--- config.mk ---
export PLATFORM = sky130hd
export DESIGN_NAME = ac97_rx_frame
export DESIGN_NICKNAME = d
export VERILOG_FILES = /design/src/rtl/ac97_pkg.sv /design/src/rtl/ac97_rx_align.sv /design/src/rtl/ac97_rx_frame.sv
export SDC_FILE = /design/constraint.sdc
export NUM_CORES = 1
export LEC_CHECK = 0
export CAP_MARGIN = 5
export CORE_AREA = 2 2 111 113
export DETAILED_ROUTE_END_ITERATION = 8
export DIE_AREA = 0 0 113 115
export PLACE_DENSITY = 0.75
export REMOVE_ABC_BUFFERS = 1
export SYNTH_ARGS = -nofsm -noshare
export SYNTH_HDL_FRONTEND = slang
export SYNTH_HIERARCHICAL = 1
export SYNTH_SLANG_ARGS = --single-unit
--- constraint.sdc ---
create_clock -name ac97_bitclk -period 2 [get_ports ac97_bitclk]
set_clock_uncertainty 0.05 [all_clocks]
set_input_delay 0.4 -clock ac97_bitclk [delete_from_list [all_inputs] [get_ports ac97_bitclk]]
set_output_delay 0.4 -clock ac97_bitclk [all_outputs]
set_load 0.01 [all_outputs]
--- src/rtl/ac97_pkg.sv ---
// AC-link frame geometry and codec register indices shared by the receive deframer.
// Defining AC97_RX_PCM_EN extends the shift register to hold PCM record slots 3 and 4.
package ac97_pkg;

    localparam int TAG_POS   = 0;
    localparam int SLOT1_POS = 16;
    localparam int SLOT2_POS = 36;
    localparam int SLOT3_POS = 56;
    localparam int SLOT4_POS = 76;
    localparam int FRAME_LEN = 256;
    localparam int SLOT_BITS = 20;
    localparam int SYNC_LEN  = 16;

    localparam logic [6:0] REG_PWR_ADDR  = 7'h26;
    localparam logic [6:0] REG_VID1_ADDR = 7'h7C;
    localparam logic [6:0] REG_VID2_ADDR = 7'h7E;

`ifdef AC97_RX_PCM_EN
    localparam int SHIFT_LEN = SLOT4_POS + SLOT_BITS;
`else
    localparam int SHIFT_LEN = SLOT3_POS;
`endif

    localparam logic [7:0] POS_TAG_DONE    = 8'(SLOT1_POS);
    localparam logic [7:0] POS_STATUS_DONE = 8'(SLOT3_POS);
    localparam logic [7:0] POS_PCM_DONE    = 8'(SLOT4_POS + SLOT_BITS);
    localparam logic [7:0] POS_LAST        = 8'(FRAME_LEN - 1);

    typedef enum logic {
        ALIGN_UNLOCKED,
        ALIGN_LOCKED
    } align_state_t;

    // The shift register is continuous, so at position done_pos frame bit f sits here.
    function automatic int sr_index(input int done_pos, input int frame_bit);
        return done_pos - 1 - frame_bit;
    endfunction

endpackage

--- src/rtl/ac97_rx_align.sv ---
// SYNC rising-edge detection, frame bit position counter and lock / misalignment tracking.
module ac97_rx_align
    import ac97_pkg::*;
(
    input  logic       ac97_bitclk,
    input  logic       rst,
    input  logic       ac97_sync,
    output logic [7:0] pos,
    output logic       locked,
    output logic       frame_err,
    output logic       decode_en
);

    align_state_t state;
    logic         sync_q;
    logic         sync_rise;

    assign sync_rise = ac97_sync & ~sync_q;
    assign locked    = (state == ALIGN_LOCKED);
    // A realigning SYNC edge suppresses any slot processing that lands on the same cycle.
    assign decode_en = locked & ~sync_rise;

    always_ff @(posedge ac97_bitclk) begin
        if (rst) begin
            sync_q    <= 1'b0;
            pos       <= 8'd0;
            state     <= ALIGN_UNLOCKED;
            frame_err <= 1'b0;
        end else begin
            sync_q <= ac97_sync;
            if (sync_rise) begin
                pos   <= POS_LAST;
                state <= ALIGN_LOCKED;
                if (state == ALIGN_LOCKED && pos != POS_LAST - 8'd1) begin
                    frame_err <= 1'b1;
                end
            end else begin
                pos <= pos + 8'd1;
            end
        end
    end

endmodule

--- src/rtl/ac97_rx_frame.sv ---
// AC-link receive deframer: TAG, codec status read-back and register shadows.
// Optional PCM record capture of slots 3/4 is enabled with AC97_RX_PCM_EN.
module ac97_rx_frame
    import ac97_pkg::*;
(
    input  logic        ac97_bitclk,
    input  logic        rst,
    input  logic        ac97_sync,
    input  logic        ac97_sdata_in,
    output logic        locked,
    output logic        codec_ready,
    output logic [11:0] slot_valid,
    output logic        status_valid,
    output logic [6:0]  status_addr,
    output logic [15:0] status_data,
    output logic [15:0] reg_pwr,
    output logic [31:0] reg_vid,
    output logic        pcm_valid,
    output logic [19:0] pcm_left,
    output logic [19:0] pcm_right,
    output logic        frame_err
);

    localparam int TAG_IDX      = sr_index(SLOT1_POS, TAG_POS);
    localparam int ST_SLOT1_MSB = sr_index(SLOT3_POS, SLOT1_POS);
    localparam int ST_SLOT2_MSB = sr_index(SLOT3_POS, SLOT2_POS);

    logic                 sdin_q;
    logic [7:0]           pos;
    logic                 decode_en;
    logic [SHIFT_LEN-1:0] shreg;
    logic [6:0]           status_addr_w;
    logic [15:0]          status_data_w;

    ac97_rx_align u_align (
        .ac97_bitclk (ac97_bitclk),
        .rst         (rst),
        .ac97_sync   (ac97_sync),
        .pos         (pos),
        .locked      (locked),
        .frame_err   (frame_err),
        .decode_en   (decode_en)
    );

    // The codec launches data on the rising edge, so it is captured half a cycle later.
    always_ff @(negedge ac97_bitclk) begin
        if (rst) begin
            sdin_q <= 1'b0;
        end else begin
            sdin_q <= ac97_sdata_in;
        end
    end

    always_ff @(posedge ac97_bitclk) begin
        if (rst) begin
            shreg <= '0;
        end else begin
            shreg <= {shreg[SHIFT_LEN-2:0], sdin_q};
        end
    end

    assign status_addr_w = shreg[ST_SLOT1_MSB-1 -: 7];
    assign status_data_w = shreg[ST_SLOT2_MSB -: 16];

    always_ff @(posedge ac97_bitclk) begin
        if (rst) begin
            codec_ready  <= 1'b0;
            slot_valid   <= '0;
            status_valid <= 1'b0;
            status_addr  <= '0;
            status_data  <= '0;
            reg_pwr      <= '0;
            reg_vid      <= '0;
        end else begin
            status_valid <= 1'b0;
            if (decode_en && pos == POS_TAG_DONE) begin
                codec_ready <= shreg[TAG_IDX];
                for (int j = 0; j < 12; j++) begin
                    slot_valid[j] <= shreg[TAG_IDX-1-j];
                end
            end
            if (decode_en && pos == POS_STATUS_DONE && codec_ready && slot_valid[0] && slot_valid[1]) begin
                status_valid <= 1'b1;
                status_addr  <= status_addr_w;
                status_data  <= status_data_w;
                case (status_addr_w)
                    REG_PWR_ADDR:  reg_pwr         <= status_data_w;
                    REG_VID1_ADDR: reg_vid[31:16]  <= status_data_w;
                    REG_VID2_ADDR: reg_vid[15:0]   <= status_data_w;
                    default: ;
                endcase
            end
        end
    end

`ifdef AC97_RX_PCM_EN
    localparam int PCM_SLOT3_MSB = sr_index(SLOT4_POS + SLOT_BITS, SLOT3_POS);
    localparam int PCM_SLOT4_MSB = sr_index(SLOT4_POS + SLOT_BITS, SLOT4_POS);

    logic unused_shreg;
    assign unused_shreg = ^shreg[SHIFT_LEN-1:PCM_SLOT3_MSB+1];

    always_ff @(posedge ac97_bitclk) begin
        if (rst) begin
            pcm_valid <= 1'b0;
            pcm_left  <= '0;
            pcm_right <= '0;
        end else begin
            pcm_valid <= 1'b0;
            if (decode_en && pos == POS_PCM_DONE && slot_valid[2] && slot_valid[3]) begin
                pcm_valid <= 1'b1;
                pcm_left  <= shreg[PCM_SLOT3_MSB -: SLOT_BITS];
                pcm_right <= shreg[PCM_SLOT4_MSB -: SLOT_BITS];
            end
        end
    end
`else
    logic unused_shreg;
    assign unused_shreg = ^{shreg[SHIFT_LEN-1:ST_SLOT1_MSB], shreg[ST_SLOT1_MSB-8:ST_SLOT2_MSB+1], shreg[2:0]};

    assign pcm_valid = 1'b0;
    assign pcm_left  = '0;
    assign pcm_right = '0;
`endif

endmodule

Word-level counts from Yosys, hierarchy flattened
Index checks and enable logic that the tools add are counted.

Input port bits: 4. Register bits: 136. Output and inout port bits: 128.

Multiplexer cells: 2. Reductions and logical operators: 10. Add/sub/neg operators: 1. Bitwise gates (word level): 4. Eq/ne operators: 6.

Operators with widths (count): equality test 7 bit, second input constant (2); adder 8 x 1 -> 8 bit, second input constant (1); equality test 8 x 5 -> 1 bit, second input constant (1); equality test 8 x 6 -> 1 bit, second input constant (1); two-way mux 8 bit (1); inequality test 8 bit, second input constant (1); AND reduction 2 bit (4); equality test 7 x 6 -> 1 bit, second input constant (1); logical AND 1 bit (6); bitwise AND 1 bit (2); inverter 1 bit (2); two-way mux 1 bit (1).

Longest topological paths before layout
Gate-level depths: netlist of run 1.

Depth after elaboration: 9. Mapped depth: 9. Depth with buffers taken out: 6.

Cells and area by module
Netlist of run 1, hierarchy kept.

Modules (own cells, without submodules): ac97_rx_frame (seq. area each 2502.4 um^2, cells an instance 475, area each 4675.7 um^2, instances 1); ac97_rx_align (seq. area each 220.2 um^2, cells an instance 50, area each 451.7 um^2, instances 1).

==> impl_metrics.ini, run 1 <==
[run_status]
status = complete, but fails checks
failed_checks = DRC

[timing]
slew_headroom_pct = 66.63
timing.final.crit_share_pct = 98.34
hold_viol_final = 0
fin_ws_ns = 0.03317
finalSetupViolations = 0
rsz0062_at_grt = true
fmax_mhz = 508.4
maxSlewViolCount = 0
whs_ns = 0.2447
setup_tns_ns = 0
worstMarginPinSlew_ns = 0.4967
period_needed_ns = 1.967

[detailed_routing]
routed_wl_mm = 11.08
drcViolationCount = 10
dr.pass1.iters = 6
drt_iter0_markers = 189
ant_nets = 0
post_drt_via_cell_ratio = 4.666
wl_per_cell_um = 14.08
dr_total_vias = 3672

[die]
core-area_mm2 = 0.01181
die_w_um = 113
placementRows = 40
start_util_pct = 43.41
fp.dieH_um = 115
dieArea_mm2 = 0.01300
ios = 132

[cells_and_area]
final_util_pct = 57.45
nets = 633
final_cell_area_mm2 = 0.006785
drive_gt1_share_pct = 9.531
n_antenna_cell = 0
layout.cells.non_filler = 787
syn_to_final_growth_pct = 32.33

[cts]
root_buffer = clkbuf_16
insertion_delay_ns = 0.44
cts_buffers = 17
clockBufferDepth = 2
cts.sinks = 136
cts.clk_slew.worst_paths_ns = 0.05
cts_tree = yes
holdBufCountCts = 0
htreeDepth = 4

[synth]
synth.area.mux_share_pct = 9.370
synthCells = 525
synth-simple-area-share_pct = 21.43
avgSynthCellArea_um2 = 9.767
synth.distinct_cells = 34
seq_area_frac_synth_pct = 53.10
yosys_warnings = 6
synth_largest_area_cell = dfxtp_1
synth_fa_ha_area_share_pct = 0.4880
netlist_area_mm2 = 0.005127
synth_seq_cells = 136
synth_top_area_share_pct = 53.10
synth_top_family_by_area = simple AND/OR/NAND/NOR gates
synth.area.top_cells = dfxtp_1 53%, mux2i_1 9.4%, nand2b_1 7.9%, buf_4 6.1%, nand2_1 5.6%
synth_xor_area_share_pct = 0.3416
synth_compound_area_share_pct = 5.100

[critical_path]
crit_slowest_cell = nor4b_4
critPathMaxFanout = 4
end_kind = flop
crit_top_cell = nor4b_4
startpoint_type = flop
critPathBufInv = 1
crit_family = simple AND/OR/NAND/NOR gates
crit_chain = nand2b_1, and2_1, nor4b_4, nand2_1, nor4b_4, buf_2, mux2i_1
crit_arrival_ns = 2.25
required_ns = 2.29
slowest_delay_ns = 0.40
critical_path_class = flop to flop

[placement]
dp_cells = 753
portBuffers = 90
dp_hpwl_mm = 7.535
place.gp.congestion = 0.8053
post-place-ws_ns = -0.3634
dpl_cell_area_mm2 = 0.006131

[run]
drv_cap = 0

[global_routing]
grt_pass1_vias = 3671
grt_max_degree = 136
grt_pass1_wl_mm = 18.18
antenna_found_initial = 0
grt_usage_pct = 17.81
overflow = 0

[power_and_ir_drop]
cellLeakagePower_nw = 2.816
p_total_mw = 6.202
power_density_mw_per_mm2 = 914.0
irDropWorstVdd_uv = 485.4

[hold_path]
min_path_type = input port to flop
## worst paths after layout
check,slack [ns],endpoint,from,cells after the start
worst min register to register,0.39,shreg[3],shreg[2],1
worst max-delay path,0.03,reg_vid[23],u_align/sync_q,7
worst max register to register,0.03,reg_vid[23],u_align/sync_q,7
worst min-delay path,0.24,u_align/sync_q,ac97_sync,2
## cell type report
type	count	area, um^2
tap	147	183.9
clock inverter	12	173.9
clock buffer	21	460.4
fill	1021	5026
sequential	136	2724
multi-input combinational	341	2046
timing repair buffer	111	1126
inverter	19	71.32
## power breakdown
part	switching (mW)	leakage [nW]	internal (mW)	total [mW]
registers	0.0279	1.10	2.73	2.76
logic	0.103	1.41	0.0614	0.164
clock network	1.12	0.305	2.16	3.28
## state kept, by name (all words and copies together) (netlist names)
name	cells
codec_ready	1
reg_pwr	16
reg_vid	32
sdin_q	1
shreg	39
slot_valid	12
status_addr	7
status_data	16
status_valid	1
u_align/frame_err	1
u_align/locked	1
u_align/pos	8
u_align/sync_q	1
## kinds of logic (layout without fill, tap and decap cells)
| kind of cell | Yosys count | after routing |
|---|---|---|
| buffers and inverters | 88 | 163 |
| AOI/OAI and AO/OA | 50 | 50 |
| adders and majority gates | 2 | 2 |
| and+or+nand+nor | 198 | 198 |
| DFF | 136 | 136 |
| other | 1 | 41 |
| muxes | 48 | 48 |
| xor gates and xnor gates | 2 | 2 |
## layout by cell type (no fill, tap or decap), types with 4 or more instances in the layout
cell type / netlist / final
a21oi_1: 42 / 42
buf_4: 42 / 14
clkdlybuf4s50_1: 0 / 88
nand3_1: 5 / 5
conb_1: 1 / 41
mux2i_1: 48 / 48
dfxtp_1: 136 / 135
nor2_1: 6 / 6
nand2b_1: 65 / 65
nor2b_1: 26 / 26
buf_12: 0 / 5
inv_1: 20 / 20
clkbuf_16: 0 / 17
nand2_1: 76 / 76
bufinv_16: 0 / 4
## cells in the mapped netlist (all sizes together)
cell type	number
nor2	6
and3b	1
nand2b	65
a31oi	3
conb	1
o21ai	3
inv	20
nor2b	26
buf	48
and4	1
or3	3
ha	2
o311ai	1
and2	2
mux2i	48
a31o	1
and3	2
nor3	2
nor4b	2
xnor2	2
nand4	5
a21oi	42
nand2	76
clkbuf	20
nor3b	1
dfxtp	136
nand3	6
## metal layers
layer / global-route usage (%) / wire length [um]
met1: 21.80 / 4901
met2: 29.66 / 5302
met3: 5.166 / 656
met4: 7.236 / 225
met5: 0 / 0
## worst register-to-register path, delay by kind of cell (launching register included)
kind,cells,cell delay [ns]
buffers and inverters,1,0.25
flip-flops,1,0.32
multiplexers,1,0.20
AND/OR/NAND/NOR,5,1.08
## what timing repair did
action / in CTS / in global routing
resized for setup: 0 / 4
setup endpoints to repair: 0 / 20
setup buffers: 0 / 1
No activity file was read; power rests on OpenSTA's default activity.
==> run 2: changes to the inputs <==
CTS_CLUSTER_DIAMETER = 120   (was default)
==> results of run 2 <==
No change in the layout: final DEF, timing and power equal those of run 1.
==> run 3: changes to the inputs <==
CTS_CLUSTER_SIZE = 25   (was default)
==> results of run 3 <==
No change in the layout: final DEF, timing and power equal those of run 1.
